[src/rtl/stage_mem.sv]
// rtl/stage_mem.sv - RV32I memory-access stage with MEM/WB register; optional MEM_MISALIGN_TRAP_EN
module stage_mem (
    input  logic        clk,
    input  logic        rstn,
    input  logic        me_valid,
    input  logic [31:0] me_alu_o,
    input  logic [31:0] me_regs_data2,
    input  logic [2:0]  me_func3_code,
    input  logic        me_mem_read,
    input  logic        me_mem_write,
    input  logic        me_regs_write,
    input  logic        me_mem_to_reg,
    input  logic [4:0]  me_rd,
    output logic        dmem_req,
    output logic        dmem_we,
    output logic [31:0] dmem_addr,
    output logic [3:0]  dmem_be,
    output logic [31:0] dmem_wdata,
    input  logic        dmem_ready,
    input  logic [31:0] dmem_rdata,
    output logic        mem_stall,
    output logic        w_valid,
    output logic        w_regs_write,
    output logic        w_mem_to_reg,
    output logic [4:0]  w_rd,
    output logic [31:0] w_alu_o,
    output logic [31:0] w_mem_data,
    output logic        w_misalign
);

    typedef enum logic {IDLE, WAIT} state_t;

    state_t      state, state_next;
    logic        access;
    logic        misalign;
    logic        req;
    logic        load_fire;
    logic [1:0]  o;
    logic        is_byte, is_half, ld_signed;
    logic [3:0]  be_raw;
    logic [31:0] wdata_raw;
    logic [7:0]  ld_byte;
    logic [15:0] ld_half;
    logic [31:0] ld_ext;

    assign o         = me_alu_o[1:0];
    assign is_byte   = (me_func3_code[1:0] == 2'b00);
    assign is_half   = (me_func3_code[1:0] == 2'b01);
    assign ld_signed = ~me_func3_code[2];
    assign access    = me_valid & (me_mem_read | me_mem_write);

`ifdef MEM_MISALIGN_TRAP_EN
    assign misalign = access & ((is_half & o[0]) | (~is_byte & ~is_half & (o != 2'b00)));
`else
    assign misalign = 1'b0;
`endif

    // Request is gated by rstn so it drops the instant reset asserts, even mid-WAIT.
    assign req        = rstn & access & ~misalign;
    assign dmem_req   = req;
    assign dmem_we    = req & me_mem_write;
    assign dmem_addr  = req ? {me_alu_o[31:2], 2'b00} : 32'd0;
    assign dmem_be    = req ? be_raw : 4'd0;
    assign dmem_wdata = req ? wdata_raw : 32'd0;
    assign mem_stall  = req & ~dmem_ready;
    assign load_fire  = req & ~me_mem_write & dmem_ready;

    always_comb begin
        be_raw    = 4'b1111;
        wdata_raw = me_regs_data2;
        if (is_byte) begin
            be_raw    = 4'b0001 << o;
            wdata_raw = {4{me_regs_data2[7:0]}};
        end else if (is_half) begin
            be_raw    = 4'b0011 << {o[1], 1'b0};
            wdata_raw = {2{me_regs_data2[15:0]}};
        end
    end

    always_comb begin
        case (o)
            2'd0:    ld_byte = dmem_rdata[7:0];
            2'd1:    ld_byte = dmem_rdata[15:8];
            2'd2:    ld_byte = dmem_rdata[23:16];
            default: ld_byte = dmem_rdata[31:24];
        endcase
        ld_half = o[1] ? dmem_rdata[31:16] : dmem_rdata[15:0];
        if (is_byte)
            ld_ext = {{24{ld_signed & ld_byte[7]}}, ld_byte};
        else if (is_half)
            ld_ext = {{16{ld_signed & ld_half[15]}}, ld_half};
        else
            ld_ext = dmem_rdata;
    end

    always_ff @(posedge clk or negedge rstn) begin
        if (!rstn) state <= IDLE;
        else       state <= state_next;
    end

    always_comb begin
        state_next = state;
        case (state)
            IDLE:    if (req && !dmem_ready) state_next = WAIT;
            WAIT:    if (!req || dmem_ready) state_next = IDLE;
            default: state_next = IDLE;
        endcase
    end

    // A stall inserts a bubble into WB while holding the payload fields.
    always_ff @(posedge clk or negedge rstn) begin
        if (!rstn) begin
            w_valid      <= 1'b0;
            w_regs_write <= 1'b0;
            w_mem_to_reg <= 1'b0;
            w_rd         <= 5'd0;
            w_alu_o      <= 32'd0;
            w_mem_data   <= 32'd0;
        end else if (mem_stall) begin
            w_valid      <= 1'b0;
            w_regs_write <= 1'b0;
        end else begin
            w_valid      <= me_valid;
            w_regs_write <= me_regs_write & ~misalign;
            w_mem_to_reg <= me_mem_to_reg;
            w_rd         <= me_rd;
            w_alu_o      <= me_alu_o;
            w_mem_data   <= load_fire ? ld_ext : 32'd0;
        end
    end

`ifdef MEM_MISALIGN_TRAP_EN
    always_ff @(posedge clk or negedge rstn) begin
        if (!rstn)           w_misalign <= 1'b0;
        else if (!mem_stall) w_misalign <= misalign;
    end
`else
    assign w_misalign = 1'b0;
`endif

endmodule

[config.mk]
export PLATFORM = sky130hd
export DESIGN_NAME = stage_mem
export DESIGN_NICKNAME = d
export VERILOG_FILES = /design/src/rtl/stage_mem.sv
export SDC_FILE = /design/constraint.sdc
export NUM_CORES = 1
export LEC_CHECK = 0
export ABC_CLOCK_PERIOD_IN_PS = 1450
export CORE_UTILIZATION = 37
export CTS_CLUSTER_DIAMETER = 60
export CTS_CLUSTER_SIZE = 30
export DETAILED_ROUTE_END_ITERATION = 8
export PLACE_DENSITY_LB_ADDON = 0.12
export SKIP_LAST_GASP = 1
export SLEW_MARGIN = 20
export SYNTH_ARGS = -nofsm -noshare
export SYNTH_HDL_FRONTEND = slang
export SYNTH_SLANG_ARGS = --single-unit
export TNS_END_PERCENT = 10
[constraint.sdc]
create_clock -name clk -period 1.45 [get_ports clk]
set_input_delay 0.2175 -clock clk [delete_from_list [all_inputs] [get_ports clk]]
set_output_delay 0.2175 -clock clk [all_outputs]
set_load 0.02 [all_outputs]
==> results of run 1 <==
## cell type report
cell class                 instances  area (um2)  area share, %
clock buffer                      10         128           1.69
clock inverter                     6        92.6           1.23
inverter                           9        36.3          0.480
multi-input combinational        294        2230           29.5
sequential                        72        1800           23.8
tap                              140         175           2.32
timing repair buffer             325        3100           41.0
## layout by cell type, fill, tap and decap left out, drive strengths merged, types with 2 or more instances in the layout
master | Yosys | layout
clkdlybuf4s50 | 0 | 156
buf | 26 | 128
dfrtp | 72 | 72
nor2 | 48 | 48
and2 | 38 | 38
mux2 | 38 | 38
nand2 | 29 | 29
mux2i | 25 | 25
a21oi | 21 | 21
nand2b | 20 | 20
clkdlybuf4s15 | 0 | 19
a22o | 17 | 17
dlymetal6s2s | 0 | 17
clkbuf | 9 | 10
inv | 9 | 10
o22ai | 8 | 8
o21ai | 8 | 8
a211o | 7 | 7
mux4 | 6 | 6
a221o | 6 | 6
dlygate4sd2 | 0 | 5
conb | 1 | 3
nor3 | 3 | 3
nor2b | 2 | 2
o311a | 1 | 2
o41ai | 2 | 2
clkinvlp | 0 | 2
bufinv | 0 | 2
## kinds of logic (layout without fill, tap and decap cells)
| group | count (synthesis) | after routing | synth area share (%) |
|---|---|---|---|
| other | 1 | 3 | 0.0913 |
| muxes | 69 | 69 | 19.8 |
| buffers and inverters | 44 | 350 | 5.24 |
| AOI/OAI and AO/OA | 74 | 75 | 13.3 |
| and+or+nand+nor | 147 | 147 | 17.7 |
| DFF | 72 | 72 | 43.9 |
## cells in the mapped netlist (2+ instances only)
cell      instances  area [um2]
a211o_1           7        61.3
a21oi_1          21         105
a221o_1           6        60.1
a22o_1           17         149
and2_1           38         238
buf_2            19        95.1
buf_4             5        37.5
clkbuf_1          9        33.8
dfrtp_1          72        1800
inv_1             9        33.8
mux2_1           23         259
mux2_2           15         169
mux2i_1          25         250
mux4_2            6         135
nand2_1          29         109
nand2b_1         20         125
nor2_1           48         180
nor2b_1           2        12.5
nor3_1            3        15.0
o21ai_0           2        10.0
o21ai_1           6        30.0
o22ai_1           8        50.1
o41ai_1           2        17.5
## metal layers
layer  vias up  GRT usage, %  wire (um)
met5         -             0          0
met4         0          12.0        511
met3        38          7.32       1210
met2       202          47.9       8030
met1      2072          31.9       6110
li1       2035             -          -
## what timing repair did
item                                   4_1_cts  5_1_grt
setup endpoints to repair                  210      168
resized for setup                          305       19
pin swaps                                    3        2
endpoints found under the hold margin        0        0
buffers inserted                             7        0
cloned                                       8        0
## report_power, final
| group | switching (mW) | internal [mW] |
|---|---|---|
| clock network | 0.809 | 0.979 |
| logic | 0.758 | 0.853 |
| registers | 0.0450 | 2.09 |
## through the flow
stage	hold slack [ns]	worst slack (ns)	util (%)	setup TNS (ns)	area, um2
detailed placement	0.476	-0.755	66.3	-86.55	7180
CTS	0.248	-0.136	69.4	-8.51	7520
floorplan	-0.0781	-0.0214	-	-0.387	4150
global placement	0.462	-0.717	66.3	-82.67	7180
finish	0.209	-0.107	69.7	-5.46	7560
global route	0.277	-0.144	69.7	-11.72	7560
## worst paths after layout
| path | startpoint | to | slack, ns |
|---|---|---|---|
| setup / recovery | w_mem_data[6] | w_mem_data[6] | -0.11 |
| hold / removal | rstn | w_mem_data[15] | 0.21 |
| setup reg to reg | w_alu_o[19] | w_alu_o[19] | 0.62 |
| hold reg to reg | w_mem_data[9] | w_mem_data[9] | 0.49 |
| max in group asynchronous | rstn | w_alu_o[0] | 0.61 |
| min in group clk | me_valid | w_valid | 0.38 |
==> key figures, run 1 <==
Routing
  – Drc violations: 0
  – Vias per inst: 5.08
  – Iteration-0 DRC Markers: between 200 and 250
  – DRT Pass-1 Iters: 7
  – DRT Wirelength: between 15000 and 20000 um
  – ANT nets after route: 0
  – Vias: between 4000 and 5000
  – Routed len/inst: between 15 and 20 um

Clocking
  – Clock buffer depth: 2
  – Clk Latency, worst-skew pair: 0.33 ns
  – Number of H-tree levels: 3
  – CTS clk-pin slew, worst paths: 0.09 ns
  – CTS Buf Count: 9
  – Root Driver: clkbuf_8
  – Hold buffers post-CTS: 0
  – CTS Sinks: 72
  – CTS tree: done

Floorplan
  – Std cell rows: 38
  – DIE HEIGHT: roughly 110 um
  – Die span in x: between 100 and 150 um
  – Die area: 11500 um2
  – Initial Util: 37.9%
  – Ports: between 200 and 300
  – CORE AREA: 10800 um2

Outcome
  – Violated checks: setup timing
  – Status: complete, but fails checks

STA
  – Slew Viols, Final: 0
  – Relative slew slack: 38.4%
  – Hold Vio Cnt, Final: 0
  – Final WS setup: -0.107 ns
  – Tcrit/Tclk final: 107%
  – Worst-margin pin slew: around 0.92 ns
  – Final setup viols: 106
  – Max Freq: 642 MHz
  – Min Tclk post-route: 1.56 ns
  – Clk_skew: 0 ns
  – RSZ-0062 raised after global routing: yes

Logic synthesis
  – Cells after Synth: 407
  – Post-synth EDFFs: 0
  – Yosys cell types: 38
  – Async set-reset flop share out of synthesis: 100%
  – Synth warnings: 0
  – Cell Area, Synth: 4110 um2
  – Ys flop type: dfrtp_1
  – Synthesis-stage register bit count: just over 70
  – Post-synthesis sequential area ratio: 43.9%
  – Syn Area/Cell: 10.1 um2

Power
  – Pleak: about 3.7 nW
  – Worst-case vdd ir drop: ~0.55 mV
  – Total power: 5.54 mW
  – PD cells: 733 nW/um2

Finish
  – Layout fillers: 861
  – Nets: 823
  – Fin cells: around 860
  – ANT cells: 0
  – Synthesis-to-finish area growth: 84.0%
  – Biggest regs: w_alu_o: 32 flops, w_mem_data: 32 flops, w_rd: 5 flops
  – Proportion of layout cells with a drive suffix above 1: between 20% and 30%

Worst hold path
  – HP Class: input port to asynchronous set/reset pin

Global route
  – Vias in the first global route: 4501
  – Total grt overflow: 0
  – First-pass GRT wire length: 23900 um
  – Total GRT Usage: 27.6%
  – Largest net degree at the start of global routing: between 70 and 80
  – Antenna violations before repair: 0

Worst setup path
  – WP data required: 1.23 ns
  – Peak fanout along the critical path: 2
  – Highest cell delay on the worst timing path: 0.61 ns
  – Crit. path cell count: 1
  – Worst path top cell family by delay: buffers and inverters
  – Crit path capture type: output port
  – CP Cell Sequence: clkdlybuf4s50_1
  – CP Buf/Inv Count: 1
  – Worst Setup Start Kind: flop
  – CP max stage cell: clkdlybuf4s50_1
  – Reg2reg path depth: 1
  – Crit path DAT: 1.34 ns
  – Setup CP Type: flop to output port

Place
  – # placed instances: 825
  – Port buffer count: between 200 and 300
  – Hpwl dp: 11200 um
  – Gpl congestion: a little under 0.9

Run
  – Max-cap violations: 0
(Power assumes the default switching activity.)
==> run 2: changes to the inputs <==
--- a/config.mk
+++ b/config.mk
@@ -5,7 +5,7 @@
 export SDC_FILE = /design/constraint.sdc
 export NUM_CORES = 1
 export LEC_CHECK = 0
-export ABC_CLOCK_PERIOD_IN_PS = 1450
+export ABC_CLOCK_PERIOD_IN_PS = 1600
 export CORE_UTILIZATION = 37
 export CTS_CLUSTER_DIAMETER = 60
 export CTS_CLUSTER_SIZE = 30
==> constraint.sdc (replaced) <==
create_clock -name clk -period 1.6 [get_ports clk]
set_input_delay 0.24 -clock clk [delete_from_list [all_inputs] [get_ports clk]]
set_output_delay 0.24 -clock clk [all_outputs]
set_load 0.02 [all_outputs]
==> key figures, run 2 (synthesis results as in run 1) <==
Routing
  – ANT nets after route: 0 (unchanged)
  – Iteration-0 DRC Markers: 164 (-30%)
  – Vias per inst: 5.02 (-1.2%)
  – Routed len/inst: 16.7 um (-9.6%)
  – Drc violations: 0 (unchanged)
  – DRT Wirelength: 14300 um (-9.9%)
  – Vias: 4281 (-1.5%)
  – DRT Pass-1 Iters: 4 (-3)

Global route
  – Total GRT Usage: 25.0% (-2.6 points)
  – Routing usage on met2: 42.2% (-5.7 points)
  – Antenna violations before repair: 0 (unchanged)
  – First-pass GRT wire length: 22100 um (-7.7%)
  – Met3 Track Usage GR: 7.08% (-0.24 points)
  – Busiest grt layer: met2
  – GR met1 Demand/Resource: 30.1% (-1.8 points)
  – Total grt overflow: 0 (unchanged)
  – Largest net degree at the start of global routing: 39 (-47%)
  – Vias in the first global route: 4341 (-3.6%)

Worst setup path
  – CP Buf/Inv Count: 2 (+1)
  – Highest cell delay on the worst timing path: 0.46 ns (-0.15 ns)
  – Crit path capture type: flop
  – Worst path top cell family by delay: buffers and inverters
  – CP Cell Sequence: clkdlybuf4s50_1 -> buf_4 -> mux2i_2 -> nor3_1 -> o2111a_2 -> a211o_1
  – Peak fanout along the critical path: 10 (+8)
  – Worst Setup Start Kind: input port
  – Crit path DAT: 1.92 ns (+0.58 ns)
  – WP data required: 1.82 ns (+0.59 ns)
  – Worst R2R Start: w_alu_o[23]
  – CP max stage cell: clkdlybuf4s50_1
  – CP Launch Point: me_alu_o[1]
  – Setup CP Type: input port to flop

Place
  – Placed cell area: 7170 um2 (-0.17%)
  – Gpl congestion: 0.891 (+2.1%)
  – Hpwl dp: 10800 um (-3.1%)
  – Port buffer count: 252 (unchanged)
  – # placed instances: 829 (+0.48%)

Floorplan
  – Die span in x: 107 um (unchanged)
  – CORE AREA: 10800 um2 (unchanged)
  – Std cell rows: 38 (unchanged)
  – DIE HEIGHT: 107 um (unchanged)
  – Initial Util: 37.9% (unchanged)
  – Ports: 256 (unchanged)
  – Die area: 11500 um2 (unchanged)

Finish
  – Most common cell after layout, fill and taps aside: clkdlybuf4s50_1
  – Synthesis-to-finish area growth: 81.3%
  – Fin cells: 853 (-0.35%)
  – Proportion of layout cells with a drive suffix above 1: 24.0% (-4.6 points)
  – Nets: 821 (-0.24%)
  – ANT cells: 0 (unchanged)
  – Design Area, Final: 7440 um2 (-1.5%)
  – Biggest regs: w_alu_o: 32 flops, w_mem_data: 32 flops, w_rd: 5 flops
  – Most frequent cells in the layout: 176 x clkdlybuf4s50_1, 72 x dfrtp_1, 65 x buf_4

Clocking
  – CTS Buf Count: 9 (unchanged)
  – Number of H-tree levels: 3 (unchanged)
  – CTS clk-pin slew, worst paths: 0.08 ns (about the same)
  – CTS tree: done
  – CTS Sinks: 72 (unchanged)
  – Root Driver: clkbuf_8
  – Clk Latency, worst-skew pair: 0.33 ns (about the same)
  – Clock buffer depth: 2 (unchanged)

STA
  – RSZ-0062 raised after global routing: yes
  – Final setup viols: 34 (-68%)
  – Worst hold margin: 0.121 ns (-0.0888 ns)
  – Max Freq: a little under 600 MHz
  – Hold Vio Cnt, Final: 0 (unchanged)
  – Clk_skew: 0 ns (unchanged)
  – Min Tclk post-route: around 1.7 ns
  – Slew Viols, Final: 0 (unchanged)
  – Tcrit/Tclk final: 106%
  – Final WS setup: -0.0954 ns (+0.0117 ns)

Power
  – Total power: 4.79 mW (-14%)
  – Pleak: 3.38 nW (-9.0%)
  – PD cells: 643 nW/um2 (-12%)
  – Worst-case vdd ir drop: 0.500 mV (-9.9%)

Outcome
  – Violated checks: setup timing
  – Status: complete, but fails checks

Worst hold path
  – HP Class: input port to asynchronous set/reset pin

Run
  – Max-cap violations: 0 (unchanged)
## run 2: cell types whose count changed in the layout (fill, tap and decap cells not counted), sizes merged, moves of 7 or more
cell,delta
dlymetal6s2s,-17
clkdlybuf4s15,+21
clkbuf,+7
clkdlybuf4s50,+20
dlygate4sd2,+11
buf,-44
## run 2: tightest hold or removal path: stages
cell	delay [ns]
buf_4	0.14
buf_4	0.13
buf_4	0.38
## run 2: report_power, final
| part | switching (mW) | leakage (nW) | internal [mW] |
|---|---|---|---|
| Combinational | 0.648 | 2.37 | 0.753 |
| Sequential | 0.0393 | 0.913 | 1.90 |
| Clock | 0.728 | 0.0961 | 0.723 |
| Total | 1.41 | 3.38 | 3.37 |
## run 2: metal layers
| metal | vias up | wire, um |
|---|---|---|
| li1 | 2022 | - |
| met1 | 2057 | 5700 |
| met2 | 177 | 7180 |
| met3 | 25 | 1040 |
| met4 | 0 | 359 |
| met5 | - | 0 |
## run 2: repair_timing
item | in CTS | in global routing
endpoints found under the setup margin | 134 | 163
hold buffers | 0 | 0
gates resized for setup | 186 | 29
cloned | 1 | 2
setup buffers | 4 | 2
pin swaps | 1 | 1
## run 2: final timing paths
check / cells past startpoint / to / slack [ns]
worst max register to register: 1 / w_alu_o[23] / 0.80
worst max-delay path: 6 / w_mem_data[13] / -0.1
min in group clk: 3 / w_valid / 0.42
worst min-delay path: 3 / w_alu_o[6] / 0.12
max in group asynchronous: 4 / w_mem_data[11] / 0.63
worst min register to register: 1 / w_mem_data[11] / 0.49
## run 2: layout make-up
| type | count | area, um2 |
|---|---|---|
| inverters | 9 | 36.3 |
| repair buffers | 324 | 3090 |
| well taps | 140 | 175 |
| flip-flops and latches | 72 | 1800 |
| multi-input cells | 293 | 2140 |
| fillers | 896 | 3400 |
| clock buffers | 9 | 124 |
| clock inverters | 6 | 68.8 |
## run 2: per-stage QoR
stage,setup TNS [ns],setup WS (ns),utilization (%)
3_5_place_dp,-68.91,-0.602,66.1
4_1_cts,-8.74,-0.139,68.4
6_report,-2.02,-0.0954,68.7
5_1_grt,-5.05,-0.126,68.7
3_3_place_gp,-65.38,-0.570,66.1
2_1_floorplan,-0.0725,-0.00957,-
==> run 3: changes to the inputs <==
--- a/config.mk
+++ b/config.mk
@@ -10,6 +10,7 @@
 export CTS_CLUSTER_DIAMETER = 60
 export CTS_CLUSTER_SIZE = 30
 export DETAILED_ROUTE_END_ITERATION = 8
+export GPL_ROUTABILITY_DRIVEN = 0
 export PLACE_DENSITY_LB_ADDON = 0.12
 export SKIP_LAST_GASP = 1
 export SLEW_MARGIN = 20
==> results of run 3 <==
No change in the layout: final DEF, timing and power equal those of run 2.
